File: src/rtl/stack_machine_stack.sv
`default_nettype none
// ============================================================================
// Module   : stack_machine_stack
// Purpose  : Operand stack for the function-plotter stack machine. The top two
//            entries (tos/nos) live in registers so a binary operation can
//            read both operands combinationally. Deeper entries live in a
//            single-write, registered-read memory of DEPTH-2 words. Shrinking
//            ops that expose a memory-resident entry spend one extra cycle
//            (REFILL) moving that entry into nos.
// Ports    : clk, rst_n        - clock, asynchronous active-low reset
//            clear_i           - synchronous flush, highest priority
//            op_valid_i/op_i   - operation request (NOP/PUSH/POP/REPLACE2)
//            op_data_i         - value for PUSH and REPLACE2
//            op_ready_o        - operation can be accepted this cycle
//            tos_o/nos_o       - registered top / next-of-stack
//            count_o           - number of entries
//            empty_o/full_o    - decoded from count
//            overflow_o/underflow_o - sticky error flags
// Revision : 1.0 - initial release
// ============================================================================
module stack_machine_stack #(
    parameter int DATA_WIDTH = 16,
    parameter int DEPTH      = 64,
    localparam int CNT_WIDTH = $clog2(DEPTH + 1)
) (
    input  logic                  clk,
    input  logic                  rst_n,
    input  logic                  clear_i,
    input  logic                  op_valid_i,
    input  logic [1:0]            op_i,
    input  logic [DATA_WIDTH-1:0] op_data_i,
    output logic                  op_ready_o,
    output logic [DATA_WIDTH-1:0] tos_o,
    output logic [DATA_WIDTH-1:0] nos_o,
    output logic [CNT_WIDTH-1:0]  count_o,
    output logic                  empty_o,
    output logic                  full_o,
    output logic                  overflow_o,
    output logic                  underflow_o
);

    localparam int MEM_DEPTH = DEPTH - 2;
    // A one-word memory still needs a one-bit address.
    localparam int AW = (MEM_DEPTH > 1) ? $clog2(MEM_DEPTH) : 1;

    localparam logic [1:0] OP_NOP  = 2'b00;
    localparam logic [1:0] OP_PUSH = 2'b01;
    localparam logic [1:0] OP_POP  = 2'b10;
    localparam logic [1:0] OP_REP2 = 2'b11;

    typedef enum logic [0:0] {
        ACCEPT = 1'b0,
        REFILL = 1'b1
    } state_t;

    state_t                  state_q, state_d;
    logic [CNT_WIDTH-1:0]    count_q, count_d;
    logic [DATA_WIDTH-1:0]   tos_q, tos_d;
    logic [DATA_WIDTH-1:0]   nos_q, nos_d;
    logic                    ovf_q, ovf_d;
    logic                    unf_q, unf_d;

    logic [DATA_WIDTH-1:0]   mem_q [MEM_DEPTH];
    logic [DATA_WIDTH-1:0]   rdata_q;

    logic                    mem_we;
    logic                    mem_re;
    logic [AW-1:0]           wr_addr;
    logic [AW-1:0]           rd_addr;
    logic                    is_empty;
    logic                    is_full;
    logic                    ge2;
    logic                    ge3;

    assign is_empty = (count_q == '0);
    assign is_full  = (count_q == CNT_WIDTH'(DEPTH));
    assign ge2      = (count_q >= CNT_WIDTH'(2));
    assign ge3      = (count_q >= CNT_WIDTH'(3));

    // On PUSH the old nos spills to slot count-2; on a shrink the entry that
    // becomes the new nos sits at slot count-3 (both relative to old count).
    assign wr_addr  = AW'(count_q - CNT_WIDTH'(2));
    assign rd_addr  = AW'(count_q - CNT_WIDTH'(3));

    always_comb begin
        state_d = state_q;
        count_d = count_q;
        tos_d   = tos_q;
        nos_d   = nos_q;
        ovf_d   = ovf_q;
        unf_d   = unf_q;
        mem_we  = 1'b0;
        mem_re  = 1'b0;

        if (clear_i) begin
            count_d = '0;
            ovf_d   = 1'b0;
            unf_d   = 1'b0;
            state_d = ACCEPT;
        end else if (state_q == REFILL) begin
            nos_d   = rdata_q;
            state_d = ACCEPT;
        end else if (op_valid_i) begin
            case (op_i)
                OP_PUSH: begin
                    if (is_full) begin
                        ovf_d = 1'b1;
                    end else begin
                        mem_we  = ge2;
                        nos_d   = tos_q;
                        tos_d   = op_data_i;
                        count_d = count_q + CNT_WIDTH'(1);
                    end
                end
                OP_POP: begin
                    if (is_empty) begin
                        unf_d = 1'b1;
                    end else begin
                        tos_d   = nos_q;
                        count_d = count_q - CNT_WIDTH'(1);
                        if (ge3) begin
                            mem_re  = 1'b1;
                            state_d = REFILL;
                        end
                    end
                end
                OP_REP2: begin
                    if (!ge2) begin
                        unf_d = 1'b1;
                    end else begin
                        tos_d   = op_data_i;
                        count_d = count_q - CNT_WIDTH'(1);
                        if (ge3) begin
                            mem_re  = 1'b1;
                            state_d = REFILL;
                        end
                    end
                end
                OP_NOP:  ;
                default: ;
            endcase
        end
    end

    always_ff @(posedge clk or negedge rst_n) begin
        if (!rst_n) begin
            state_q <= ACCEPT;
            count_q <= '0;
            tos_q   <= '0;
            nos_q   <= '0;
            ovf_q   <= 1'b0;
            unf_q   <= 1'b0;
        end else begin
            state_q <= state_d;
            count_q <= count_d;
            tos_q   <= tos_d;
            nos_q   <= nos_d;
            ovf_q   <= ovf_d;
            unf_q   <= unf_d;
        end
    end

    // Storage array: no reset, one write port, one registered read port.
    // PUSH writes and shrink reads are never accepted on the same edge.
    always_ff @(posedge clk) begin
        if (mem_we) begin
            mem_q[wr_addr] <= nos_q;
        end
        if (mem_re) begin
            rdata_q <= mem_q[rd_addr];
        end
    end

    assign op_ready_o  = (state_q == ACCEPT);
    assign tos_o       = tos_q;
    assign nos_o       = nos_q;
    assign count_o     = count_q;
    assign empty_o     = is_empty;
    assign full_o      = is_full;
    assign overflow_o  = ovf_q;
    assign underflow_o = unf_q;

endmodule
`default_nettype wire

File: config.mk
export PLATFORM = sky130hd
export DESIGN_NAME = stack_machine_stack
export DESIGN_NICKNAME = d
export VERILOG_FILES = /design/src/rtl/stack_machine_stack.sv
export SDC_FILE = /design/constraint.sdc
export NUM_CORES = 1
export LEC_CHECK = 0
export ABC_AREA = 0
export CAP_MARGIN = 20
export CORE_MARGIN = 3
export CORE_UTILIZATION = 49
export DETAILED_ROUTE_END_ITERATION = 10
export SLEW_MARGIN = 20
export SYNTH_ARGS = -nofsm -noshare
export SYNTH_HDL_FRONTEND = slang
export SYNTH_SLANG_ARGS = --single-unit
File: constraint.sdc
create_clock -name clk -period 6.9 [get_ports clk]
set_input_delay 1.035 -clock clk [delete_from_list [all_inputs] [get_ports clk]]
set_output_delay 1.035 -clock clk [all_outputs]
set_load 0.02 [all_outputs]
==> flow_summary_export.csv <==
group,metric,value,unit
status,run_status,"complete, no violations",
global_route,number_of_global_route_vias_before_repair,20279,
cells_and_area,drive_above_1_share,25.2,%
placed_design,placed_area,43600,µm²
yosys,avgSynthCellArea,21.2,µm²
floorplan,placementRows,105,
timing,skew,0.0211,ns
timing,timing.final.crit_share,67.9,%
run,maxCapViolations,0,
timing,final.setup.worst_slack,2.22,ns
timing,final-max-slew-violation-count,0,
global_route,globalRouteTotalUtil,23.0,%
yosys,proportion_of_netlist_area_held_by_the_largest_area_contributor,73.4,%
cts,cts.reportedPaths.clkPinSlew,0.06,ns
route,avgRoutedWirePerCell,30.2,µm
timing,timing_worst_slew_pin_value,1.12,ns
yosys,yosys-top-cells-area,"edfxtp_1 73%, mux4_2 14%, dfrtp_1 2.5%, mux2i_1 2.4%, a211oi_1 1.5%",
route,drt_iter0_drc,2348,
power,power-per-cell-area,377,nW/µm²
yosys,yosys_warnings,0,
floorplan,dieHeight,296,µm
yosys,synth.distinct_cells,46,
placed_design,dpl_worst_slack,2.11,ns
cells_and_area,layout-area-overhead-vs-synth,13.8,%
global_route,gr-total-overflow,0,
floorplan,floorplan.core_area,82800,µm²
floorplan,die_area,87700,µm²
cts,cts_hold_buffers,0,
cts,cts_max_level,3,
critical_path,worstPathRequired,7.29,ns
global_route,pin_count_of_the_biggest_net_entering_global_routing,134,
cts,cts.sinks,1050,
yosys,synth_edf_count,1008,
yosys,synth_flop_cell,"edfxtp_1",
timing,rsz_0062_raised_after_global_routing,"no",
yosys,synth-seq-area-share,75.9,%
yosys,syn_inst_count,1948,
cts,post-cts-setup-buffers,0,
critical_path,criticalPathCategory,"register to register",
timing,final_period_minus_worst_setup_slack,4.68,ns
placed_design,dpl.hpwl,56.8,mm
yosys,synth_fp_nets,1979,
global_route,grt_antenna_before_repair,0,
power,power.ir.vdd_worst,0.242,mV
yosys,async_reset_ff_share,4.00,%
yosys,syn_area,41200,µm²
power,sequentialPowerShare,45.6,%
power,power.static_leakage,14.3,nW
cts,cts_tree,"done",
critical_path,timing.critical_path.slowest_stage_cell,"dfrtp_4",
critical_path,worst_path_dominant_cell_family,"flip-flops",
critical_path,cpMostUsedCell,"a211oi_1",
global_route,grt_pass1_wl,144,mm
cts,clk_path_buf_depth,3,
timing,maxClockFrequency,213,MHz
timing,hold_viol_final,0,
power,clock_power_share,31.2,%
route,final_routed_drc_violation_total,0,
route,detail_routed_via_count_per_cell,6.10,
critical_path,crit_path_end_kind,"register",
power,combPwrFrac,23.2,%
cells_and_area,final_core_utilization,56.7,%
cts,clk_root_buffer_cell,"clkbuf_16",
critical_path,timing.critical_path.fanout_max,52,
yosys,postSynthRegisterBits,1050,
critical_path,worst-path-buf-inv,2,
critical_path,crit_chain,"inv_1 -> ha_4 -> buf_12 -> mux4_2 -> nor2b_1 -> a211oi_1 -> a211oi_1 -> a21oi_1 -> mux2i_1",
power,power.net_switching,5.30,mW
critical_path,worstSetupStartpointType,"register",
floorplan,start_util,49.8,%
critical_path,r2r_setup_slack,2.22,ns
placed_design,place.port_buffers,65,
critical_path,arrival,5.08,ns
yosys,synth_largest_area_cell,"edfxtp_1",
floorplan,die_w,296,µm
cells_and_area,layout.cell_area.non_filler,46900,µm²
route,final_routed_wirelength_across_all_metal_layers,98.7,mm
route,via_count,19969,
critical_path,slowest_delay,1.05,ns
power,sw_share,29.9,%
placed_design,finalWeightedCongestion,0.820,
cts,cts_made_buffers,105,
worst_hold_path,worstHoldPathType,"register to register",
power,total_internal_power,12.4,mW
cts,insertion_delay,0.66,ns
timing,slew-limit-headroom,25.3,%
cells_and_area,nNetsFinal,2144,
floorplan,ios,66,
timing,setup_viol,0,
route,dr.pass1.iters,5,
route,postRouteAntennaNets,0,
timing,aggregate_negative_setup_slack,0,ns
cts,cts_resized,0,
## registers in the layout, indices dropped and copies added, names as in the netlist
| signal | flops |
|---|---|
| count_o | 7 |
| mem_q | 992 |
| nos_o | 16 |
| overflow_o | 1 |
| rdata_q | 16 |
| state_q | 1 |
| tos_o | 16 |
| underflow_o | 1 |
## Yosys cell counts (all sizes together), types with 2 or more instances
library cell and n:
nand2 19, mux2 18, a211oi 80, nor3 5, nand4 3, xor2 3
nor2b 54, o21ai 6, ha 8, clkbuf 44, nand3 7, nand2b 2
nor2 109, and3 2, inv 8, buf 64, mux4 256, mux2i 99
a21oi 90, xnor2 5, dfrtp 42, edfxtp 1008
## through the flow
stage / total power [mW] / cells / hold slack, ns
floorplan: 10.5 / 1948 / 0.520
global placement: 12.3 / 3076 / 0.490
detailed placement: 12.4 / 3076 / 0.495
CTS: 17.9 / 3270 / 0.509
global route: 18.4 / 3270 / 0.561
finish: 17.7 / 3271 / 0.509
## metal layers
layer  up-vias  part of all wire, %  track usage (%)
li1       8408                    -                -
met1     10645                   44             34.9
met2       802                   47             35.5
met3       114                  7.6             3.65
met4         0                  1.8             5.76
met5         -                    0                0
## kinds of logic after synthesis
logic type / count (synthesis) / synth area share (%)
flops: 1050 / 75.9
mux: 373 / 16.9
simple gates: 207 / 2.42
compound gates: 185 / 2.82
buf+inv: 116 / 1.47
fa+ha+maj: 9 / 0.291
xor+xnor: 8 / 0.188
## worst reg2reg max path: stages (launching register included)
cell and delay (ns):
dfrtp_4 1.05, inv_1 0.39, ha_4 1.00, buf_12 0.38
mux4_2 0.48, nor2b_1 0.17, a211oi_1 0.25, a211oi_1 0.13
a21oi_1 0.42, mux2i_1 0.14
## layout by cell type, fill, tap and decap left out, drive strengths merged, types with 8 or more instances in the layout
cell	instances
a211oi	80
a21oi	90
buf	102
clkbuf	133
clkdlybuf4s50	64
clkinv	46
dfrtp	42
edfxtp	1008
ha	8
inv	11
mux2	18
mux2i	99
mux4	256
nand2	19
nor2	109
nor2b	54
## path summary, 6_finish.rpt
path	cells after the start	to	from
worst max-delay path	9	rdata_q[0]	count_o[0]
worst min-delay path	2	underflow_o	underflow_o
worst max register to register	9	rdata_q[0]	count_o[0]
worst min register to register	2	underflow_o	underflow_o
max in group asynchronous	1	count_o[0]	rst_n
min in group asynchronous	1	tos_o[9]	rst_n
## power by group through the flow
stage	Combinational, mW	Clock [mW]	Sequential, mW
3_5_place_dp	4.17	0	8.20
6_report	4.10	5.53	8.06
4_1_cts	4.17	5.64	8.07
3_3_place_gp	4.09	0	8.19
2_1_floorplan	2.09	0	8.46
5_1_grt	4.38	5.90	8.08
## area by class of cell
| type | instances | area, µm² |
|---|---|---|
| tap | 1070 | 1340 |
| clock inverter | 61 | 561 |
| antenna | 1 | 2.50 |
| multi-input combinational | 782 | 9390 |
| inverter | 8 | 30.0 |
| clock buffer | 133 | 2810 |
| timing repair buffer | 166 | 1470 |
| fill | 6089 | 35800 |
| sequential | 1050 | 31300 |
Power figures use the tool's default switching activity.
